===== src/rtl/whack_game_pkg.sv =====
// whack_game_pkg
//   Shared types and constants for the whack-a-mole round sequencer.
//   - state_t     : FSM states (FOUL exists only when FOUL_DETECT_EN is defined)
//   - sample_t    : decoded LFSR sample (LED select + long delay flag)
//   - MISS_TIME   : result recorded for a missed or fouled round
//   - LFSR_TAPS   : feedback taps for x^8+x^6+x^5+x^4+1
//   - TIME_W      : width of all time values (hundredths, 0..999)
// Optional feature macro: FOUL_DETECT_EN
package whack_game_pkg;

  localparam int TIME_W = 10;
  localparam logic [TIME_W-1:0] MISS_TIME = 10'd999;
  localparam logic [7:0] LFSR_TAPS = 8'hB8;

  typedef enum logic [2:0] {
    IDLE,
    WAIT_DELAY,
    MOLE_ON,
    RESULT,
    DONE
`ifdef FOUL_DETECT_EN
    , FOUL
`endif
  } state_t;

  typedef struct packed {
    logic       long_delay;
    logic [2:0] sel_led;
  } sample_t;

  // N_LEDS is a power of two, so the modulo reduces to a mask.
  function automatic sample_t decode_sample(input logic [7:0] lfsr, input int n_leds);
    sample_t s;
    s.long_delay = lfsr[7];
    s.sel_led    = lfsr[2:0] & 3'(n_leds - 1);
    return s;
  endfunction

  function automatic logic [TIME_W-1:0] min_time(input logic [TIME_W-1:0] a,
                                                 input logic [TIME_W-1:0] b);
    return (b < a) ? b : a;
  endfunction

endpackage


===== src/rtl/whack_timer_if.sv =====
// whack_timer_if
//   Link between the round sequencer and the reaction timer block.
//   - reset_timer          : restart request to the timer (active-high)
//   - display_timer        : elapsed hundredths since last restart, 0..999
//   - timer_*_edge         : one-cycle threshold flags (0.2 s, 1 s, 3 s, 9.99 s)
//   master = game controller, slave = timer block.
interface whack_timer_if;
  import whack_game_pkg::*;

  logic              reset_timer;
  logic [TIME_W-1:0] display_timer;
  logic              timer_0point2_edge;
  logic              timer_1_edge;
  logic              timer_3_edge;
  logic              timer_9point99_edge;

  modport master (
    output reset_timer,
    input  display_timer, timer_0point2_edge, timer_1_edge, timer_3_edge, timer_9point99_edge
  );

  modport slave (
    input  reset_timer,
    output display_timer, timer_0point2_edge, timer_1_edge, timer_3_edge, timer_9point99_edge
  );

endinterface


===== src/rtl/whack_lfsr.sv =====
// whack_lfsr
//   Free-running 8-bit Fibonacci LFSR, shifts left every clock.
//   Ports: clk, reset_n (async, active-low), lfsr (current state).
//   SEED must be nonzero or the register locks up at zero.
module whack_lfsr
  import whack_game_pkg::*;
#(
  parameter logic [7:0] SEED = 8'hA5
) (
  input  logic       clk,
  input  logic       reset_n,
  output logic [7:0] lfsr
);

  logic [7:0] r_lfsr;
  logic       w_fb;

  assign w_fb = ^(r_lfsr & LFSR_TAPS);

  always_ff @(posedge clk or negedge reset_n) begin
    if (!reset_n) r_lfsr <= SEED;
    else          r_lfsr <= {r_lfsr[6:0], w_fb};
  end

  assign lfsr = r_lfsr;

endmodule


===== src/rtl/whack_game_ctrl.sv =====
// whack_game_ctrl
//   Round sequencer for the whack-a-mole game. Picks a random LED and delay
//   per round, lights the mole, measures reaction time via the timer block,
//   and tracks last/best times over N_ROUNDS rounds.
//   Ports: clk, reset_n (async, active-low), start_btn, whack (1-cycle pulses),
//          tmr (timer link, master side), led_onehot, last_time, best_time,
//          round_cnt, hit, miss, game_done. All outputs registered.
//   Optional feature macro: FOUL_DETECT_EN (whack during the delay is a foul).
//
//   state      | meaning
//   IDLE       | waiting for start_btn, timer held in reset
//   WAIT_DELAY | random 1 s / 3 s pre-mole delay
//   MOLE_ON    | LED lit, waiting for whack or 9.99 s timeout
//   RESULT     | LEDs off, round tallied, 1 s pause
//   FOUL       | early whack, all LEDs on for 0.2 s (FOUL_DETECT_EN only)
//   DONE       | game over, results held, timer held in reset
module whack_game_ctrl
  import whack_game_pkg::*;
#(
  parameter int         N_ROUNDS  = 5,
  parameter int         N_LEDS    = 8,
  parameter logic [7:0] LFSR_SEED = 8'hA5
) (
  input  logic              clk,
  input  logic              reset_n,
  input  logic              start_btn,
  input  logic              whack,
  whack_timer_if.master     tmr,
  output logic [N_LEDS-1:0] led_onehot,
  output logic [TIME_W-1:0] last_time,
  output logic [TIME_W-1:0] best_time,
  output logic [3:0]        round_cnt,
  output logic              hit,
  output logic              miss,
  output logic              game_done
);

  localparam logic [N_LEDS-1:0] LED_ONE = N_LEDS'(1);

  state_t            r_state;
  sample_t           r_sample;
  logic              r_reset_timer;
  logic              r_blank;
  logic [N_LEDS-1:0] r_led;
  logic [TIME_W-1:0] r_last;
  logic [TIME_W-1:0] r_best;
  logic [3:0]        r_round;
  logic              r_hit;
  logic              r_miss;
  logic              r_done;

  logic [7:0]        w_lfsr;
  sample_t           w_sample;
  logic              w_edge_ok;
  logic              w_e1;
  logic              w_e3;
  logic              w_e999;
  logic              w_delay_edge;

  whack_lfsr #(.SEED(LFSR_SEED)) u_lfsr (
    .clk    (clk),
    .reset_n(reset_n),
    .lfsr   (w_lfsr)
  );

  assign w_sample = decode_sample(w_lfsr, N_LEDS);

  // Edges are blanked while the timer restarts and for one cycle after, so a
  // threshold flag left over from the previous interval cannot fire early.
  assign w_edge_ok    = !r_reset_timer && !r_blank;
  assign w_e1         = tmr.timer_1_edge        && w_edge_ok;
  assign w_e3         = tmr.timer_3_edge        && w_edge_ok;
  assign w_e999       = tmr.timer_9point99_edge && w_edge_ok;
  assign w_delay_edge = r_sample.long_delay ? w_e3 : w_e1;

`ifdef FOUL_DETECT_EN
  logic w_e02;
  assign w_e02 = tmr.timer_0point2_edge && w_edge_ok;
`endif

  always_ff @(posedge clk or negedge reset_n) begin
    if (!reset_n) begin
      r_state       <= IDLE;
      r_sample      <= '0;
      r_reset_timer <= 1'b1;
      r_blank       <= 1'b0;
      r_led         <= '0;
      r_last        <= '0;
      r_best        <= MISS_TIME;
      r_round       <= '0;
      r_hit         <= 1'b0;
      r_miss        <= 1'b0;
      r_done        <= 1'b0;
    end else begin
      r_reset_timer <= 1'b0;
      r_blank       <= r_reset_timer;
      r_hit         <= 1'b0;
      r_miss        <= 1'b0;
      case (r_state)
        IDLE, DONE: begin
          r_reset_timer <= 1'b1;
          if (start_btn) begin
            r_state  <= WAIT_DELAY;
            r_sample <= w_sample;
            r_round  <= '0;
            r_best   <= MISS_TIME;
            r_last   <= '0;
            r_done   <= 1'b0;
          end
        end
        WAIT_DELAY: begin
`ifdef FOUL_DETECT_EN
          if (whack) begin
            r_state       <= FOUL;
            r_reset_timer <= 1'b1;
            r_led         <= '1;
          end else
`endif
          if (w_delay_edge) begin
            r_state       <= MOLE_ON;
            r_reset_timer <= 1'b1;
            r_led         <= LED_ONE << r_sample.sel_led;
          end
        end
        MOLE_ON: begin
          // A whack landing on the timeout edge still counts as a hit.
          if (whack) begin
            r_state       <= RESULT;
            r_reset_timer <= 1'b1;
            r_led         <= '0;
            r_last        <= tmr.display_timer;
            r_hit         <= 1'b1;
          end else if (w_e999) begin
            r_state       <= RESULT;
            r_reset_timer <= 1'b1;
            r_led         <= '0;
            r_last        <= MISS_TIME;
            r_miss        <= 1'b1;
          end
        end
        RESULT: begin
          // r_reset_timer is high only in the first RESULT cycle.
          if (r_reset_timer) begin
            r_round <= r_round + 4'd1;
            r_best  <= min_time(r_best, r_last);
          end else if (w_e1) begin
            r_reset_timer <= 1'b1;
            if (r_round == 4'(N_ROUNDS)) begin
              r_state <= DONE;
              r_done  <= 1'b1;
            end else begin
              r_state  <= WAIT_DELAY;
              r_sample <= w_sample;
            end
          end
        end
`ifdef FOUL_DETECT_EN
        FOUL: begin
          if (w_e02) begin
            r_state       <= RESULT;
            r_reset_timer <= 1'b1;
            r_led         <= '0;
            r_last        <= MISS_TIME;
            r_miss        <= 1'b1;
          end
        end
`endif
        default: r_state <= IDLE;
      endcase
    end
  end

  assign tmr.reset_timer = r_reset_timer;
  assign led_onehot      = r_led;
  assign last_time       = r_last;
  assign best_time       = r_best;
  assign round_cnt       = r_round;
  assign hit             = r_hit;
  assign miss            = r_miss;
  assign game_done       = r_done;

endmodule


===== src/flat_wrapper.sv =====
// flat-port wrapper written by rule: the top's interface ports become plain ports
module whack_game_ctrl_flat import whack_game_pkg::*;
#(
  parameter int         N_ROUNDS  = 5,
  parameter int         N_LEDS    = 8,
  parameter logic [7:0] LFSR_SEED = 8'hA5
)
  (clk, reset_n, start_btn, whack, led_onehot, last_time, best_time, round_cnt, hit, miss, game_done, tmr_reset_timer, tmr_display_timer, tmr_timer_0point2_edge, tmr_timer_1_edge, tmr_timer_3_edge, tmr_timer_9point99_edge);
  whack_timer_if tmr_i ();
  input  logic clk;
  input  logic reset_n;
  input  logic start_btn;
  input  logic whack;
  output logic [N_LEDS-1:0] led_onehot;
  output logic [TIME_W-1:0] last_time;
  output logic [TIME_W-1:0] best_time;
  output logic [3:0] round_cnt;
  output logic hit;
  output logic miss;
  output logic game_done;
  output wire logic [$bits(tmr_i.reset_timer)-1:0] tmr_reset_timer;
  input wire logic [$bits(tmr_i.display_timer)-1:0] tmr_display_timer;
  input wire logic [$bits(tmr_i.timer_0point2_edge)-1:0] tmr_timer_0point2_edge;
  input wire logic [$bits(tmr_i.timer_1_edge)-1:0] tmr_timer_1_edge;
  input wire logic [$bits(tmr_i.timer_3_edge)-1:0] tmr_timer_3_edge;
  input wire logic [$bits(tmr_i.timer_9point99_edge)-1:0] tmr_timer_9point99_edge;
  assign tmr_reset_timer = tmr_i.reset_timer;
  assign tmr_i.display_timer = tmr_display_timer;
  assign tmr_i.timer_0point2_edge = tmr_timer_0point2_edge;
  assign tmr_i.timer_1_edge = tmr_timer_1_edge;
  assign tmr_i.timer_3_edge = tmr_timer_3_edge;
  assign tmr_i.timer_9point99_edge = tmr_timer_9point99_edge;
  whack_game_ctrl #(.N_ROUNDS(N_ROUNDS), .N_LEDS(N_LEDS), .LFSR_SEED(LFSR_SEED)) u_core (.clk(clk), .reset_n(reset_n), .start_btn(start_btn), .whack(whack), .tmr(tmr_i), .led_onehot(led_onehot), .last_time(last_time), .best_time(best_time), .round_cnt(round_cnt), .hit(hit), .miss(miss), .game_done(game_done));
endmodule

===== config.mk =====
export PLATFORM = sky130hd
export DESIGN_NAME = whack_game_ctrl_flat
export DESIGN_NICKNAME = d
export VERILOG_FILES = /design/src/rtl/whack_game_pkg.sv /design/src/rtl/whack_timer_if.sv /design/src/rtl/whack_lfsr.sv /design/src/rtl/whack_game_ctrl.sv /design/src/flat_wrapper.sv
export SDC_FILE = /design/constraint.sdc
export NUM_CORES = 1
export LEC_CHECK = 0
export CAP_MARGIN = 5
export CORE_MARGIN = 2
export CORE_UTILIZATION = 54
export CTS_CLUSTER_DIAMETER = 50
export DETAILED_ROUTE_END_ITERATION = 12
export GPL_TIMING_DRIVEN = 1
export PLACE_DENSITY = 0.82
export REMOVE_ABC_BUFFERS = 1
export SYNTH_ARGS = -nofsm -noshare
export SYNTH_HDL_FRONTEND = slang
export SYNTH_HIERARCHICAL = 1
export SYNTH_SLANG_ARGS = --single-unit

===== constraint.sdc =====
create_clock -name clk -period 4.2 [get_ports clk]
set_input_delay 0.42 -clock clk [delete_from_list [all_inputs] [get_ports clk]]
set_output_delay 0.42 -clock clk [all_outputs]
set_load 0.01 [all_outputs]

# ---- Word level (Yosys, flattened, before mapping)
# Cells that the tools add are included.
dict set report totals {
  register_bits 52
  input_bits 18
  out_inout_bits 36
  word_cells 93
}
dict set report op_classes {
  add_sub_neg 1
  magnitude_cmp 1
  n_eq_ne 14
  n_shift 1
  n_mux 44
  n_reduce_logical 19
}
# cell n
set ops {}
lappend ops {{$mux 10} 6}
lappend ops {{$pmux 10 s2} 2}
lappend ops {{$mux 4} 6}
lappend ops {{$mux 8} 3}
lappend ops {{$mux 3} 7}
lappend ops {{$pmux 4 s2} 2}
lappend ops {{$pmux 8 s2} 1}
lappend ops {{$reduce_and 5->1} 3}
lappend ops {{$mux 1} 14}
lappend ops {{$pmux 3 s4} 1}
lappend ops {{$lt 10x10->1} 1}
lappend ops {{$ne 2x1->1 const B} 5}
lappend ops {{$reduce_and 3->1} 3}
lappend ops {{$reduce_xor 8->1} 1}
lappend ops {{$shl 1x3->8 const A} 1}
lappend ops {{$eq 3x2->1 const B} 2}
lappend ops {{$ne 2x2->1 const B} 3}
lappend ops {{$reduce_bool 2->1} 3}
lappend ops {{$add 4x1->4 const B} 1}
lappend ops {{$eq 4x3->1 const B} 1}
lappend ops {{$logic_and 1x1->1} 4}
lappend ops {{$pmux 1 s4} 1}
lappend ops {{$reduce_and 4->1} 1}
lappend ops {{$eq 3x1->1 const B} 1}
lappend ops {{6 further kinds} 7}

# ---- Longest topological paths before layout
dict set report depth {
  depth_word 6
  ltp_mapped 8
  ltp_nobuf 7
}

# ---- Modules after synthesis
# The synthesis kept the hierarchy.
# module instances cells_each area_per_inst_um2 seq_area_each_um2
set modules_own_cells {}
lappend modules_own_cells {whack_game_ctrl 1 212 2225.9 1112.3}
lappend modules_own_cells {whack_lfsr 1 11 231.5 205.2}

# ---- Worst setup path before layout
# No wires, ideal clock.
dict set report synth_timing {
  path_type {register -> register}
  startpoint {reg u_core.r_best[5] (netlist: u_core/best_time[5])}
  endpoint {reg u_core.r_best[3] (netlist: u_core/best_time[3])}
  setup_ns 0.125
  arrival_time_ns 1.962
  required_time_ns 4.075
  path_slack_ns 2.113
  path_stages_with_launch 8
  path_buffers 1
  synth_period_minus_slack_ns 2.087
  cell_sequence {dfstp_2 -> inv_1 -> ha_1 -> nand4_1 -> o221a_2 -> o21ai_0 -> buf_2 -> mux2_2}
}
dict set report synth_between {
  elab_chain_len 3
}
# item line_no
set synth_rtl {}
lappend synth_rtl {{start: declaration} whack_game_ctrl.sv:46} ;# logic [TIME_W-1:0] r_best;
lappend synth_rtl {{start signal: assignment} whack_game_ctrl.sv:145} ;# r_best <= min_time(r_best, r_last);
lappend synth_rtl {{$lt 10x10->1} whack_game_pkg.sv:41} ;# return (b < a) ? b : a;
lappend synth_rtl {{$ne 2x1->1 (no source line)} -}
lappend synth_rtl {{$reduce_and 4->1 (no source line)} -}
# No other way between the ends.
# A chain may end at the register's enable or synchronous reset.

# ---- Worst setup path after layout
# Ends and elaborated chain as after synthesis.

==> results.md <==
STA:
- Headroom to the max-slew limit came out at 41.6%.
- Setup violations remaining at the end of the flow were counted as 0.
- For the pin with the worst max-slew slack, the measured transition is 874 ps.
- Setup repair after global routing left no endpoint under its margin.
- The final setup skew is 7.92 ps.
- The hold violation total from the final report is 0.
- The final critical delay including setup and external delays is 2500 ps.
- The final worst-path cycle share is 59.4%.
- The post-route setup TNS is 0 ps.
- The total count of max-transition violations in the final report is 0.
- Derived from the worst setup path, the maximum achievable clock frequency is 401 MHz.

Floorplanning:
- For this design the top-level I/O count stands at 54.
- In this run the core area contains 24 standard-cell rows.
- The floorplan step defined a die boundary enclosing 5110 um2.
- The floorplan step set the die width to 71.5 um.
- The die is 71.5 um tall.
- Once the floorplan was initialized, standard cells occupied 56.1% of the core.
- The floorplan step defined a core boundary enclosing 4380 um2.

Critical path:
- By startpoint and endpoint, the worst setup path is classified as reg2reg.
- The critical path launch point type is a register.
- On the worst path, the slowest cell contributes a delay of 550 ps.
- Counting both buffers and inverters, the worst setup path holds a total of 2.
- The startpoint of the worst setup timing path is u_core/best_time[5]$_DFFE_PN1P_.
- The critical path goes through inv_1 -> ha_1 -> nand4_1 -> o221a_2 -> o21ai_1 -> buf_4 -> mux2_2.
- Of all nets on the critical path, the largest fanout is 6.
- The critical-path cell with the highest stage delay is dfstp_2.
- At the worst endpoint, the required time is 4390 ps.
- The launch instance of the worst register-to-register path is u_core/best_time[5]$_DFFE_PN1P_.
- The worst setup path is captured at a register.
- The number of cell instances on the worst register-to-register path is 7.
- The total number of cells along the worst setup path is 7.
- In this design, the largest share of critical-path delay is due to compound AO/OA/AOI/OAI gates.
- The worst path arrival time is 2690 ps.

Finish:
- The share of cells above drive strength 1 is 16.9%.
- The area used by multi-input combinational logic is 1020 um2.
- The number of cells in the finished layout apart from fillers is 330.
- In the final layout, flip-flops and latches occupy 1320 um2.
- The layout has 349 filler cells.
- The final layout contains 306 nets.
- The area growth from synthesis to layout is 26.4%.
- The final antenna diode count is 0.
- The design area is 3110 um2.

Outcome:
- The run finished with clean final reports.

Route:
- In this run the remaining antenna-violating nets after routing total 0.
- After detailed routing, the average wire length per cell comes to 14.9 um.
- The routed wire length is 4.93 mm.
- The DRC violation count after routing is 0.
- In this run, the number of DRC markers left after iteration 0 of detailed routing was 121.
- Using the TritonRoute via totals, the vias-per-cell ratio works out to 5.51.
- The total iterations of the first detailed-routing run is 4.
- The total number of vias is 1,819.

Clock network:
- The clock-pin slew on the worst setup and hold paths is 100 ps.
- The total setup buffers inserted after CTS is 0.
- The H-tree depth reported by CTS is 2.
- Counting the buffers created by CTS gives 5.
- The worst-skew pair later-pin latency is 300 ps.
- The root buffer cell chosen for the clock tree is clkbuf_8.
- The number of hold buffers added after CTS was 0.
- The clock passes through at most 2 buffers.
- The number of resized instances in the post-cts repair step is 0.
- The number of sinks on the clock net is 52.
- TritonCTS built the clock tree.

Pwr:
- The worst vdd rail ir drop is 241 uV.
- The total power divided by cell area is 578 nW/um2.
- The overall power after layout is 0.00180 W.
- Summed over all cells, the static leakage comes to 1.45 nW.

Synth:
- The number of warnings reported in the yosys synthesis log is 6.
- The share of the Yosys chip area taken by registers is 53.6%.
- The number of different library cells used by synthesis comes to 42.
- The most used flip-flop cell after synthesis is dfrtp_1.
- The average instance in the mapped netlist occupies 11.0 um2.
- Yosys mapped a number of flops with a built-in enable equal to 0.
- The post-synthesis register bit count is 52.
- The synthesized instance count is 223.
- The post-synthesis cell area is 2460 um2.
- The proportion of synthesized flip-flops having asynchronous set or reset is 100%.

Global routing:
- The number of antenna violations at the first check in global routing is 0.
- Summed over all layers, the global routing overflow is 0.
- The global-route wire length before repair is 8.45 mm.
- The number of global-route vias before repair came to 1,782.
- Global routing used 20.9% of the available tracks across all layers.
- Entering global routing, the biggest net connects 53 pins.

Placement:
- The count of input and output buffers is 52.
- The placed instances occupy a cell area of 3010 um2.
- The placed cell count is 322.
- The congestion estimate from routability-driven global placement came to 0.768.
- The detailed placement HPWL is 3.47 mm.

Job:
- Max-cap violations in this run came to 0.

Min path:
- The worst hold path belongs to the class in2async.
-- where the power goes --
group	switching, W	leakage (nW)	total [W]	internal [W]
logic	0.000360	0.730	0.000741	0.000381
registers	0.000122	0.666	0.000763	0.000641
clock network	0.000160	0.0510	0.000292	0.000132
-- synthesized netlist by cell type (2+ instances only) --
| master | n | area [um2] |
|---|---|---|
| dfrtp_1 | 39 | 976 |
| inv_1 | 21 | 78.8 |
| o21ai_0 | 21 | 105 |
| nor2_1 | 19 | 71.3 |
| nand2_1 | 17 | 63.8 |
| mux2_2 | 14 | 158 |
| dfstp_2 | 13 | 342 |
| ha_1 | 11 | 138 |
| mux2i_1 | 9 | 90.1 |
| a21oi_1 | 6 | 30.0 |
| clkbuf_1 | 4 | 15.0 |
| nand4_1 | 4 | 25.0 |
| nor3_1 | 4 | 20.0 |
| nand3b_1 | 3 | 22.5 |
| nor3b_1 | 3 | 22.5 |
| xor2_1 | 3 | 26.3 |
| a22o_1 | 2 | 17.5 |
| and3_1 | 2 | 12.5 |
| nand2b_1 | 2 | 12.5 |
| nor4b_1 | 2 | 17.5 |
| or3_1 | 2 | 12.5 |
| xnor2_1 | 2 | 17.5 |
-- routing by layer --
metal  global-route usage, %  up-vias  wire length, um
met5                       0        -                0
met4                    6.29        0               55
met3                    5.49        7              335
met2                    31.9       58             2310
met1                    29.7      877             2230
li1                        -      877                -
-- cell usage in the layout (no fill, tap or decap), types with 3 or more instances in the layout --
| master | count |
|---|---|
| mux2i_1 | 9 |
| a21oi_1 | 6 |
| nor3_1 | 4 |
| ha_1 | 11 |
| nor2_1 | 19 |
| nor3b_1 | 3 |
| mux2_2 | 14 |
| nand4_1 | 4 |
| dfrtp_1 | 39 |
| xor2_1 | 3 |
| inv_1 | 21 |
| clkdlybuf4s50_1 | 51 |
| nand3b_1 | 3 |
| dfstp_2 | 13 |
| o21ai_0 | 20 |
| clkbuf_8 | 6 |
| nand2_1 | 17 |
-- registers in the layout (all words and copies together) (netlist names) --
register,flops
u_core/game_done,1
u_core/best_time,10
u_core/miss,1
u_core/r_blank,1
u_core/hit,1
u_core/tmr.reset_timer,1
u_core/led_onehot,8
u_core/round_cnt,4
u_core/r_state,3
u_core/u_lfsr/lfsr,8
u_core/r_sample,4
u_core/last_time,10
-- per-stage QoR --
step                      worst slack [ps]  hold WS [ps]  utilization [%]
after CTS                             1680           240             70.9
after detailed placement              1690           356             68.8
after global placement                1730           336             68.8
after global routing                  1570           272             70.9
after floorplan                       1420           124                -
final                                 1700           221             70.9
-- cells by family after synthesis --
logic type                 synth area share, %
xor gates and xnor gates                  1.78
buffers and inverters                     4.79
muxes                                     10.1
DFF                                       53.6
and+or+nand+nor                           14.5
adders and majority gates                 5.60
AOI/OAI and AO/OA                         9.62
-- cell type report --
class,count,share of cell area [%]
clock buffer,6,2.66
clock inverter,2,0.322
inverter,21,2.54
multi-input combinational,143,32.9
sequential,52,42.4
tap,52,2.09
timing repair buffer,54,17.1
-- path summary, 6_finish.rpt --
path | end | slack (ps)
setup / recovery | u_core/best_time[3]$_DFFE_PN0P_ | 1700
hold / removal | u_core/last_time[2]$_DFFE_PN0P_ | 220
setup reg to reg | u_core/best_time[3]$_DFFE_PN0P_ | 1700
hold reg to reg | u_core/u_lfsr/lfsr[7]$_DFF_PN1_ | 370
max in group asynchronous | u_core/round_cnt[1]$_DFFE_PN0P_ | 3550
min in group clk | u_core/u_lfsr/lfsr[7]$_DFF_PN1_ | 370
Note: power is estimated with default switching activity, not from simulation.
